### src/rtl/volatility_window_ctrl.sv
// Per-stock circular window writer for the volatility buffer RAM, with an oldest-to-newest read sweep.
// The sweep engine is built only when VOLATILITY_SWEEP_EN is defined; otherwise only writes and fill tracking exist.
module volatility_window_ctrl #(
  parameter  int NUM_STOCKS = 4,
  parameter  int MAX_DEPTH  = 32,
  parameter  int DATA_WIDTH = 32,
  localparam int SID_W      = $clog2(NUM_STOCKS),
  localparam int ADDR_W     = $clog2(NUM_STOCKS*MAX_DEPTH),
  localparam int DEPTH_W    = $clog2(MAX_DEPTH+1)
) (
  input  logic                          i_clk,
  input  logic                          i_reset,
  input  logic                          i_cfg_valid,
  input  logic [DEPTH_W-1:0]            i_window_depth,
  input  logic                          i_data_valid,
  input  logic [SID_W-1:0]              i_stock_id,
  input  logic [DATA_WIDTH-1:0]         i_data,
  output logic                          o_ready,
  output logic                          o_wr_en,
  output logic [ADDR_W-1:0]             o_wr_addr,
  output logic [DATA_WIDTH-1:0]         o_wr_data,
  output logic                          o_rd_en,
  output logic [ADDR_W-1:0]             o_rd_addr,
  output logic [SID_W-1:0]              o_rd_stock_id,
  output logic                          o_rd_last,
  output logic [NUM_STOCKS-1:0]         o_window_full,
  output logic [NUM_STOCKS*DEPTH_W-1:0] o_fill_count
);

  localparam logic [SID_W:0] NUM_STOCKS_X = (SID_W+1)'(NUM_STOCKS);

  function automatic logic [DEPTH_W-1:0] clamp_depth(input logic [DEPTH_W-1:0] d);
    if (d < DEPTH_W'(2))              return DEPTH_W'(2);
    else if (d > DEPTH_W'(MAX_DEPTH)) return DEPTH_W'(MAX_DEPTH);
    return d;
  endfunction

  function automatic logic [ADDR_W-1:0] region_addr(input logic [SID_W-1:0] sid,
                                                    input logic [DEPTH_W-1:0] ptr);
    return ADDR_W'(sid) * ADDR_W'(MAX_DEPTH) + ADDR_W'(ptr);
  endfunction

  function automatic logic [DEPTH_W-1:0] next_ptr(input logic [DEPTH_W-1:0] ptr,
                                                  input logic [DEPTH_W-1:0] depth);
    return (ptr == depth - DEPTH_W'(1)) ? '0 : ptr + DEPTH_W'(1);
  endfunction

  logic [DEPTH_W-1:0]    depth_q, depth_d;
  logic [DEPTH_W-1:0]    wr_ptr_q [NUM_STOCKS];
  logic [DEPTH_W-1:0]    wr_ptr_d [NUM_STOCKS];
  logic [DEPTH_W-1:0]    fill_q   [NUM_STOCKS];
  logic [DEPTH_W-1:0]    fill_d   [NUM_STOCKS];
  logic                  wr_en_q, wr_en_d;
  logic [ADDR_W-1:0]     wr_addr_q, wr_addr_d;
  logic [DATA_WIDTH-1:0] wr_data_q, wr_data_d;
  logic                  sid_ok;
  logic                  accept;

  // Out-of-range stock IDs are accepted on the handshake but otherwise ignored.
  assign sid_ok = ({1'b0, i_stock_id} < NUM_STOCKS_X);
  assign accept = i_data_valid && o_ready;

  always_comb begin
    depth_d   = depth_q;
    wr_en_d   = 1'b0;
    wr_addr_d = wr_addr_q;
    wr_data_d = wr_data_q;
    for (int i = 0; i < NUM_STOCKS; i++) begin
      wr_ptr_d[i] = wr_ptr_q[i];
      fill_d[i]   = fill_q[i];
    end
    if (i_cfg_valid) begin
      depth_d = clamp_depth(i_window_depth);
      for (int i = 0; i < NUM_STOCKS; i++) begin
        wr_ptr_d[i] = '0;
        fill_d[i]   = '0;
      end
    end else if (accept && sid_ok) begin
      wr_en_d              = 1'b1;
      wr_addr_d            = region_addr(i_stock_id, wr_ptr_q[i_stock_id]);
      wr_data_d            = i_data;
      wr_ptr_d[i_stock_id] = next_ptr(wr_ptr_q[i_stock_id], depth_q);
      fill_d[i_stock_id]   = (fill_q[i_stock_id] == depth_q) ? depth_q
                                                             : fill_q[i_stock_id] + DEPTH_W'(1);
    end
  end

  always_ff @(posedge i_clk or posedge i_reset) begin
    if (i_reset) begin
      depth_q   <= DEPTH_W'(MAX_DEPTH);
      wr_en_q   <= 1'b0;
      wr_addr_q <= '0;
      wr_data_q <= '0;
      for (int i = 0; i < NUM_STOCKS; i++) begin
        wr_ptr_q[i] <= '0;
        fill_q[i]   <= '0;
      end
    end else begin
      depth_q   <= depth_d;
      wr_en_q   <= wr_en_d;
      wr_addr_q <= wr_addr_d;
      wr_data_q <= wr_data_d;
      for (int i = 0; i < NUM_STOCKS; i++) begin
        wr_ptr_q[i] <= wr_ptr_d[i];
        fill_q[i]   <= fill_d[i];
      end
    end
  end

  assign o_wr_en   = wr_en_q;
  assign o_wr_addr = wr_addr_q;
  assign o_wr_data = wr_data_q;

  always_comb begin
    o_fill_count  = '0;
    o_window_full = '0;
    for (int i = 0; i < NUM_STOCKS; i++) begin
      o_fill_count[i*DEPTH_W +: DEPTH_W] = fill_q[i];
      o_window_full[i]                   = (fill_q[i] == depth_q);
    end
  end

`ifdef VOLATILITY_SWEEP_EN
  typedef enum logic {IDLE, SWEEP} state_t;

  state_t             state_q, state_d;
  logic [DEPTH_W-1:0] sw_ptr_q, sw_ptr_d;
  logic [DEPTH_W-1:0] sw_idx_q, sw_idx_d;
  logic [SID_W-1:0]   rd_sid_q, rd_sid_d;
  logic               rd_en_q, rd_en_d;
  logic               rd_last_q, rd_last_d;

  assign o_ready = (state_q == IDLE) && !i_cfg_valid;

  // sw_idx counts reads issued so far; the read that brings it to depth is the last.
  always_comb begin
    state_d   = state_q;
    sw_ptr_d  = sw_ptr_q;
    sw_idx_d  = sw_idx_q;
    rd_sid_d  = rd_sid_q;
    rd_en_d   = 1'b0;
    rd_last_d = 1'b0;
    if (i_cfg_valid) begin
      state_d = IDLE;
    end else begin
      case (state_q)
        IDLE: begin
          if (accept && sid_ok && (fill_d[i_stock_id] == depth_q)) begin
            state_d  = SWEEP;
            rd_en_d  = 1'b1;
            rd_sid_d = i_stock_id;
            sw_ptr_d = wr_ptr_d[i_stock_id];
            sw_idx_d = DEPTH_W'(1);
          end
        end
        SWEEP: begin
          if (rd_last_q) begin
            state_d = IDLE;
          end else begin
            rd_en_d   = 1'b1;
            sw_ptr_d  = next_ptr(sw_ptr_q, depth_q);
            sw_idx_d  = sw_idx_q + DEPTH_W'(1);
            rd_last_d = (sw_idx_q + DEPTH_W'(1) == depth_q);
          end
        end
        default: state_d = IDLE;
      endcase
    end
  end

  always_ff @(posedge i_clk or posedge i_reset) begin
    if (i_reset) begin
      state_q   <= IDLE;
      sw_ptr_q  <= '0;
      sw_idx_q  <= '0;
      rd_sid_q  <= '0;
      rd_en_q   <= 1'b0;
      rd_last_q <= 1'b0;
    end else begin
      state_q   <= state_d;
      sw_ptr_q  <= sw_ptr_d;
      sw_idx_q  <= sw_idx_d;
      rd_sid_q  <= rd_sid_d;
      rd_en_q   <= rd_en_d;
      rd_last_q <= rd_last_d;
    end
  end

  assign o_rd_en       = rd_en_q;
  assign o_rd_addr     = region_addr(rd_sid_q, sw_ptr_q);
  assign o_rd_stock_id = rd_sid_q;
  assign o_rd_last     = rd_last_q;
`else
  assign o_ready       = !i_cfg_valid;
  assign o_rd_en       = 1'b0;
  assign o_rd_addr     = '0;
  assign o_rd_stock_id = '0;
  assign o_rd_last     = 1'b0;
`endif

endmodule

### config.mk
export PLATFORM = sky130hd
export DESIGN_NAME = volatility_window_ctrl
export DESIGN_NICKNAME = d
export VERILOG_FILES = /design/src/rtl/volatility_window_ctrl.sv
export SDC_FILE = /design/constraint.sdc
export NUM_CORES = 1
export LEC_CHECK = 0
export CELL_PAD_IN_SITES_DETAIL_PLACEMENT = 0
export CELL_PAD_IN_SITES_GLOBAL_PLACEMENT = 1
export CORE_ASPECT_RATIO = 0.8
export CORE_MARGIN = 4
export CORE_UTILIZATION = 41
export CTS_CLUSTER_DIAMETER = 120
export DETAILED_ROUTE_END_ITERATION = 8
export HOLD_SLACK_MARGIN = 0.12
export PLACE_DENSITY = 0.91
export SYNTH_ARGS = -nofsm -noshare
export SYNTH_HDL_FRONTEND = slang
export SYNTH_SLANG_ARGS = --single-unit
export TNS_END_PERCENT = 50
### constraint.sdc
create_clock -name i_clk -period 6.86 [get_ports i_clk]
set_clock_uncertainty 0.2 [all_clocks]
set_input_delay 1.029 -clock i_clk [delete_from_list [all_inputs] [get_ports i_clk]]
set_output_delay 1.029 -clock i_clk [all_outputs]
set_load 0.03 [all_outputs]
==> summary.md, run 1 <==
| Metric | Value |
|---|---|
| Number of global-route vias before repair | just over 4000 |
| CP bufs+invs | 1 |
| Ys async rst share | 100% |
| Grt met2 use | 29.8% |
| RSZ-0062 raised after global routing | false |
| Post-synthesis adder-cell area fraction | 1.03% |
| Crit path capture type | flop |
| Final setup viols | 0 |
| Largest family of logic cells by synthesized area | simple AND/OR/NAND/NOR gates |
| Post-CTS sizing | 0 |
| Cells after Synth | 464 |
| Die W | ~130 um |
| Setup bufs post-CTS | 0 |
| Ys flop type | dfrtp_1 |
| Max Cap Viol | 0 |
| M1 GR Usage | 28.9% |
| First-pass GRT wire length | 21600 um |
| Clock Sinks | 94 |
| Max VDD drop | roughly 140 uV |
| Clk Latency, worst-skew pair | roughly 340 ps |
| Most frequent cells in the layout | 138 x nand2_1, 112 x clkdlybuf4s50_1, 93 x dfrtp_1, 28 x xnor2_1, 28 x a32o_1 |
| Final critical-path required period | between 4000 and 5000 ps |
| Nets | roughly 600 |
| Rows | 35 |
| DRC viols | 0 |
| Wirelength per Cell | 18.6 um |
| Die H | 105 um |
| EDFF count, synth | 0 |
| Post-synthesis xor/xnor area fraction | a little over 9% |
| Initial antenna violation count | 0 |
| CP Launch Type | input pin |
| Via-to-Cell Ratio | 5.62 |
| Post-Synth Simple-Gate Area | 17.0% |
| IO Port Bufs | 112 |
| Setup TNS Final | 0 ps |
| Post-Synthesis Cell Area | 0.00485 sq mm |
| Placer Congestion | around 0.9 |
| CTS Hold Bufs | 0 |
| HP Class | reg -> reg |
| Post-route ant nets | 0 |
| Starting density of the core | a little over two fifths |
| Slowest CP cell | clkdlybuf4s50_1 |
| Syn_area_per_cell | 10.4 sq um |
| Crit path required time | around 6900 ps |
| Number of DRC markers in iteration 0 | 481 |
| Worst Tran Pin Value | roughly 1400 ps |
| Core area | 0.0115 sq mm |
| Clock-pin transition on the worst setup and hold timing paths | 60 ps |
| Pin count of the biggest net entering global routing | 95 |
| Final hold violations | 0 |
| Tot GR Track Use | 20.1% |
| Sequential fraction of the synthesis area | 48.6% |
| Hold Crit Depth | 2 |
| Root buffer cell | clkbuf_16 |
| Synthesis-to-finish area growth | 29.8% |
| Pwr/cell area | around 230 mW/mm^2 |
| Post-synthesis compound-gate area fraction | 12.8% |
| Commonest non-fill, non-tap cell in the layout | nand2_1 |
| Share of cells above drive strength 1 | 8.67% |
| Finished Core Util | between 50% and 60% |
| Top Usage Layer GRT | met2 |
| CP delay by family, top | buffers and inverters |
| Period utilisation layout | 59.0% |
| Grt ovf | 0 |
| Critical Path Fanout Max | 24 |
| Rel. slew slack | 9.35% |
| CTS tree | done |
| H-Tree Depth | 3 |
| Status | finished, final reports clean |
| Post-DP HPWL | 9270 um |
| Yosys warnings | 0 |
| Crit path DAT | 4070 ps |
| CTS Buffer Depth | 2 |
| Max Freq | 247 MHz |
| Post-synthesis mux area share | 5.94% |
| CP Cell Sequence | clkdlybuf4s50_1 > mux4_2 > xnor3_1 > and3_2 > nand4_4 > a32o_1 |
| DR vias | approximately 4000 |
| Number of synthesized register bits | 94 |
| Post-Route WL | 13300 um |
| Fin. max-slew vios | 0 |
| Delay of the slowest critical-path stage | 1150 ps |
| Number of buffers created by CTS | 9 |
| Die area | 0.0136 sq mm |
| WS Path Type | in -> reg |
| Cell variety after synth | 51 |
| Met3 Track Usage GR | 4.41% |
| Critical path depth | 6 |
| I/O pins | approximately 120 |
| LEAKAGE | between 2 and 3 nW |
| First drt pass iteration count | 5 |
| Antenna diode count | 0 |
| Worst R2R Path Depth | 7 |
[cells by family after synthesis]
kind of cell	Yosys count
XOR/XNOR	46
AO/OA/AOI/OAI	73
buffers and inverters	48
multiplexers	14
adder cells (fa/ha/maj)	4
AND/OR/NAND/NOR	184
flip-flops	94
other	1
[state kept, by name (all words and copies together), names as in the netlist]
signal and count:
o_wr_data 32, o_fill_count 24, wr_ptr_q 24, o_wr_addr 7
depth_q 6, o_wr_en 1
[cell usage after synthesis, drive strengths merged, types with 4 or more instances]
| library cell | number | area, sq um |
|---|---|---|
| clkbuf | 19 | 71.3 |
| nand4 | 6 | 58.8 |
| o211ai | 4 | 30.0 |
| mux4 | 11 | 255 |
| a32o | 28 | 280 |
| o21ai | 5 | 32.5 |
| xor2 | 14 | 123 |
| ha | 4 | 50.1 |
| inv | 5 | 18.8 |
| dfrtp | 93 | 2330 |
| buf | 23 | 169 |
| nand2 | 139 | 529 |
| o31ai | 17 | 128 |
| a21oi | 6 | 41.3 |
| nor3 | 9 | 60.1 |
| and2 | 4 | 25.0 |
| o311ai | 4 | 35.0 |
| nand3 | 7 | 40.0 |
| nor2 | 6 | 22.5 |
| xnor2 | 30 | 278 |
| and3 | 6 | 38.8 |
[worst min-delay path, stage by stage (launching register included)]
cell	delay (ps)
dfrtp_1	340
nand2_1	50
nand2_1	60
[layout make-up]
type,instances,area (sq um)
Multi-Input combinational cell,332,2270
Fill cell,1001,5230
Timing Repair Buffer,117,1160
Clock buffer,10,239
Tap cell,148,185
Inverter,6,23.8
Clock inverter,6,61.3
Sequential cell,94,2350
[power breakdown]
part / switching, mW / internal, mW / leakage [nW]
registers: 0.0352 / 0.590 / 1.24
logic: 0.202 / 0.134 / 1.39
clock network: 0.207 / 0.291 / 0.148
total: 0.444 / 1.01 / 2.79
[through the flow]
step | hold slack (ps) | worst slack [ps] | cells | cell area (sq um) | power, mW
2_1_floorplan | 258 | 3180 | 474 | 4880 | 0.841
3_3_place_gp | 258 | 2570 | 697 | 5990 | 0.963
3_5_place_dp | 262 | 2490 | 697 | 5990 | 0.970
4_1_cts | 278 | 2840 | 713 | 6290 | 1.47
5_1_grt | 303 | 2640 | 713 | 6290 | 1.52
6_report | 275 | 2810 | 713 | 6290 | 1.46
[worst paths after layout]
kind / start / slack [ps] / to
max: i_stock_id[1] / 2810 / wr_ptr_q[7]$_DFFE_PP0P_
min: o_wr_data[14]$_DFFE_PP0P_ / 270 / o_wr_data[14]$_DFFE_PP0P_
max reg2reg: depth_q[0]$_DFFE_PP0P_ / 4110 / wr_ptr_q[7]$_DFFE_PP0P_
min reg2reg: o_wr_data[14]$_DFFE_PP0P_ / 270 / o_wr_data[14]$_DFFE_PP0P_
max in group asynchronous: i_reset / 4530 / depth_q[1]$_DFFE_PP0P_
min in group asynchronous: i_reset / 1200 / o_wr_data[19]$_DFFE_PP0P_
[metal layers]
metal / routed length [um] / up-vias
met5: 0 / -
met4: 349 / 0
met3: 1040 / 34
met2: 6140 / 211
met1: 5730 / 1955
li1: - / 1809
Power figures use the tool's default switching activity.
==> run 2: changes to the inputs <==
--- a/config.mk
+++ b/config.mk
@@ -9,11 +9,11 @@
 export CELL_PAD_IN_SITES_GLOBAL_PLACEMENT = 1
 export CORE_ASPECT_RATIO = 0.8
 export CORE_MARGIN = 4
-export CORE_UTILIZATION = 41
+export CORE_UTILIZATION = 38
 export CTS_CLUSTER_DIAMETER = 120
 export DETAILED_ROUTE_END_ITERATION = 8
 export HOLD_SLACK_MARGIN = 0.12
-export PLACE_DENSITY = 0.91
+export PLACE_DENSITY = 0.86
 export SYNTH_ARGS = -nofsm -noshare
 export SYNTH_HDL_FRONTEND = slang
 export SYNTH_SLANG_ARGS = --single-unit
==> constraint.sdc (replaced) <==
create_clock -name i_clk -period 4 [get_ports i_clk]
set_clock_uncertainty 0.2 [all_clocks]
set_input_delay 0.6 -clock i_clk [delete_from_list [all_inputs] [get_ports i_clk]]
set_output_delay 0.6 -clock i_clk [all_outputs]
set_load 0.03 [all_outputs]
==> summary.md, run 2 (same netlist as run 1, synthesis figures left out) <==
| Metric | Value |
|---|---|
| Crit path required time | 4020 ps (-2870 ps) |
| I/O pins | 124 (unchanged) |
| Number of global-route vias before repair | 4168 (+1.6%) |
| Tot GR Track Use | 19.0% (-1.1 points) |
| Clock Sinks | 94 (unchanged) |
| DRC viols | 0 (unchanged) |
| Switching power total | 0.753 mW (+70%) |
| Core area | 0.0123 sq mm (+7.2%) |
| Rows | 36 (+2.9%) |
| Clk Latency, worst-skew pair | 330 ps (about the same) |
| Number of buffers created by CTS | 9 (unchanged) |
| CP Launch Type | input pin |
| Max Freq | 301 MHz |
| Crit path DAT | 3340 ps (-730 ps) |
| Combinational fraction of design power | 22.5% (-0.5 points) |
| Via-to-Cell Ratio | 5.40 (-4.0%) |
| Max reg flops | 32 (unchanged) |
| Final std cells w/o fill | 742 (+4.1%) |
| Rel. slew slack | 19.7% (+10 points) |
| CTS Hold Bufs | 0 (unchanged) |
| Final hold violations | 0 (unchanged) |
| Register area | 0.00235 sq mm (unchanged) |
| Crit path capture type | flop |
| WS Path Type | in -> reg |
| Antenna diode count | 0 (unchanged) |
| Pwr/cell area | 407 mW/mm^2 (+76%) |
| Post-route ant nets | 0 (unchanged) |
| Seq pwr share | 41.0% (-1.9 points) |
| Grt ovf | 0 (unchanged) |
| CTS tree | done |
| Clk pwr share | 36.5% (+2.4 points) |
| Max VDD drop | 190 uV (+40%) |
| Worst Tran Pin Value | 1200 ps (-164 ps) |
| Multi-input logic area | 0.00227 sq mm (unchanged) |
| Final Cell Area | 0.00641 sq mm (+1.9%) |
| H-Tree Depth | 3 (unchanged) |
| Most frequent cells in the layout | 138 x nand2_1, 112 x clkdlybuf4s50_1, 93 x dfrtp_1, 28 x xnor2_1, 28 x a32o_1 |
| Sw Ratio | 28.9% (-1.6 points) |
| Post-Route WL | 13800 um (+3.7%) |
| CTS Buffer Depth | 2 (unchanged) |
| Period utilisation layout | 83.1% |
| Post-CTS sizing | 0 (unchanged) |
| Root buffer cell | clkbuf_16 |
| Fin. max-slew vios | 0 (unchanged) |
| Die H | 109 um (+3.6%) |
| HP Class | reg -> reg |
| Wirelength per Cell | 18.5 um (-0.31%) |
| Worst Min Path Start | o_wr_data[6]$_DFFE_PP0P_ |
| Die W | 134 um (+3.6%) |
| First drt pass iteration count | 5 (unchanged) |
| DR vias | 4005 (-0.10%) |
| Final critical-path required period | between 3000 and 4000 ps |
| First-pass GRT wire length | 22000 um (+1.8%) |
| Setup bufs post-CTS | 0 (unchanged) |
| Commonest non-fill, non-tap cell in the layout | nand2_1 |
| Finished Core Util | 51.9% (-2.7 points) |
| Worst R2R Start | depth_q[0]$_DFFE_PP0P_ |
| Placed instance area | 0.00608 sq mm (+1.4%) |
| CP Launch Point | i_stock_id[0] |
| Pin count of the biggest net entering global routing | 50 (-47%) |
| Placed cell count | 726 (+4.2%) |
| Starting density of the core | 39.3% (-2.8 points) |
| Int Power | 1.86 mW (+83%) |
| RSZ-0062 raised after global routing | false |
| Final setup viols | 0 (unchanged) |
| Clock-pin transition on the worst setup and hold timing paths | 60 ps (about the same) |
| LEAKAGE | 2.83 nW (+1.7%) |
| Max Cap Viol | 0 (unchanged) |
| Die area | 0.0146 sq mm (+7.3%) |
| Number of DRC markers in iteration 0 | 481 (unchanged) |
| Status | finished, final reports clean |
| Initial antenna violation count | 0 (unchanged) |
| Share of cells above drive strength 1 | 9.11% (+0.43 points) |
| Nets | 614 (+0.99%) |
| Critical Path Fanout Max | 9 (-63%) |
| Post-DP HPWL | 10100 um (+9.1%) |
| IO Port Bufs | 112 (unchanged) |
| # fillers | 1093 (+9.2%) |
| Setup TNS Final | 0 ps (unchanged) |
| Synthesis-to-finish area growth | 32.2% |
| Placer Congestion | 0.929 (+3.7%) |
run 2: cell types whose count changed in the layout (fill, tap and decap cells not counted):
cell | before | now
buf_12 | 0 | 1
buf_4 | 5 | 10
bufinv_16 | 1 | 3
clkbuf_1 | 0 | 3
clkbuf_8 | 1 | 0
clkinv_2 | 4 | 2
clkinv_4 | 1 | 0
clkinvlp_4 | 1 | 0
run 2: area by class of cell:
cell class              instances  area share (%)
flip-flops and latches         94            36.7
clock buffers                  12            3.69
well taps                     171            3.34
repair buffers                123            19.0
clock inverters                 4            1.48
inverters                       6           0.371
multi-input cells             332            35.4
run 2: path summary, 6_finish.rpt:
| kind | to | slack, ps | depth (start not counted) |
|---|---|---|---|
| max in group asynchronous | o_fill_count[12]$_DFFE_PP0P_ | 2360 | 3 |
| min reg2reg | o_wr_data[6]$_DFFE_PP0P_ | 270 | 2 |
| max | o_fill_count[6]$_DFFE_PP0P_ | 680 | 7 |
| max reg2reg | wr_ptr_q[19]$_DFFE_PP0P_ | 1210 | 7 |
| min in group asynchronous | o_wr_en$_DFF_PP0_ | 540 | 2 |
| min | o_wr_data[6]$_DFFE_PP0P_ | 270 | 2 |
run 2: worst max-delay path, stage by stage:
cell and delay (ps):
clkdlybuf4s50_1 620, buf_4 230, mux4_2 570, xnor2_1 260, and4_1 590, nand3_2 180, a32o_1 290
run 2: power by group through the flow:
stage               sequential (mW)  combinational (mW)  clock, mW
finish                         1.07               0.587      0.952
floorplan                      1.17               0.276          0
detailed placement             1.09               0.586          0
global route                   1.08               0.624       1.01
global placement               1.08               0.579          0
CTS                            1.07               0.587      0.971
run 2: routing by layer:
layer / track usage (%) / part of all wire [%]
met5: 0 / 0
met4: 5.96 / 1.3
met3: 5.21 / 7.9
met2: 29.0 / 47
met1: 26.6 / 43
run 2: through the flow:
| step | setup WS (ps) | power, mW | hold WS (ps) |
|---|---|---|---|
| global placement | 469 | 1.66 | 257 |
| detailed placement | 392 | 1.67 | 261 |
| finish | 677 | 2.61 | 274 |
| floorplan | 753 | 1.44 | 258 |
| global route | 568 | 2.71 | 300 |
| CTS | 737 | 2.63 | 277 |
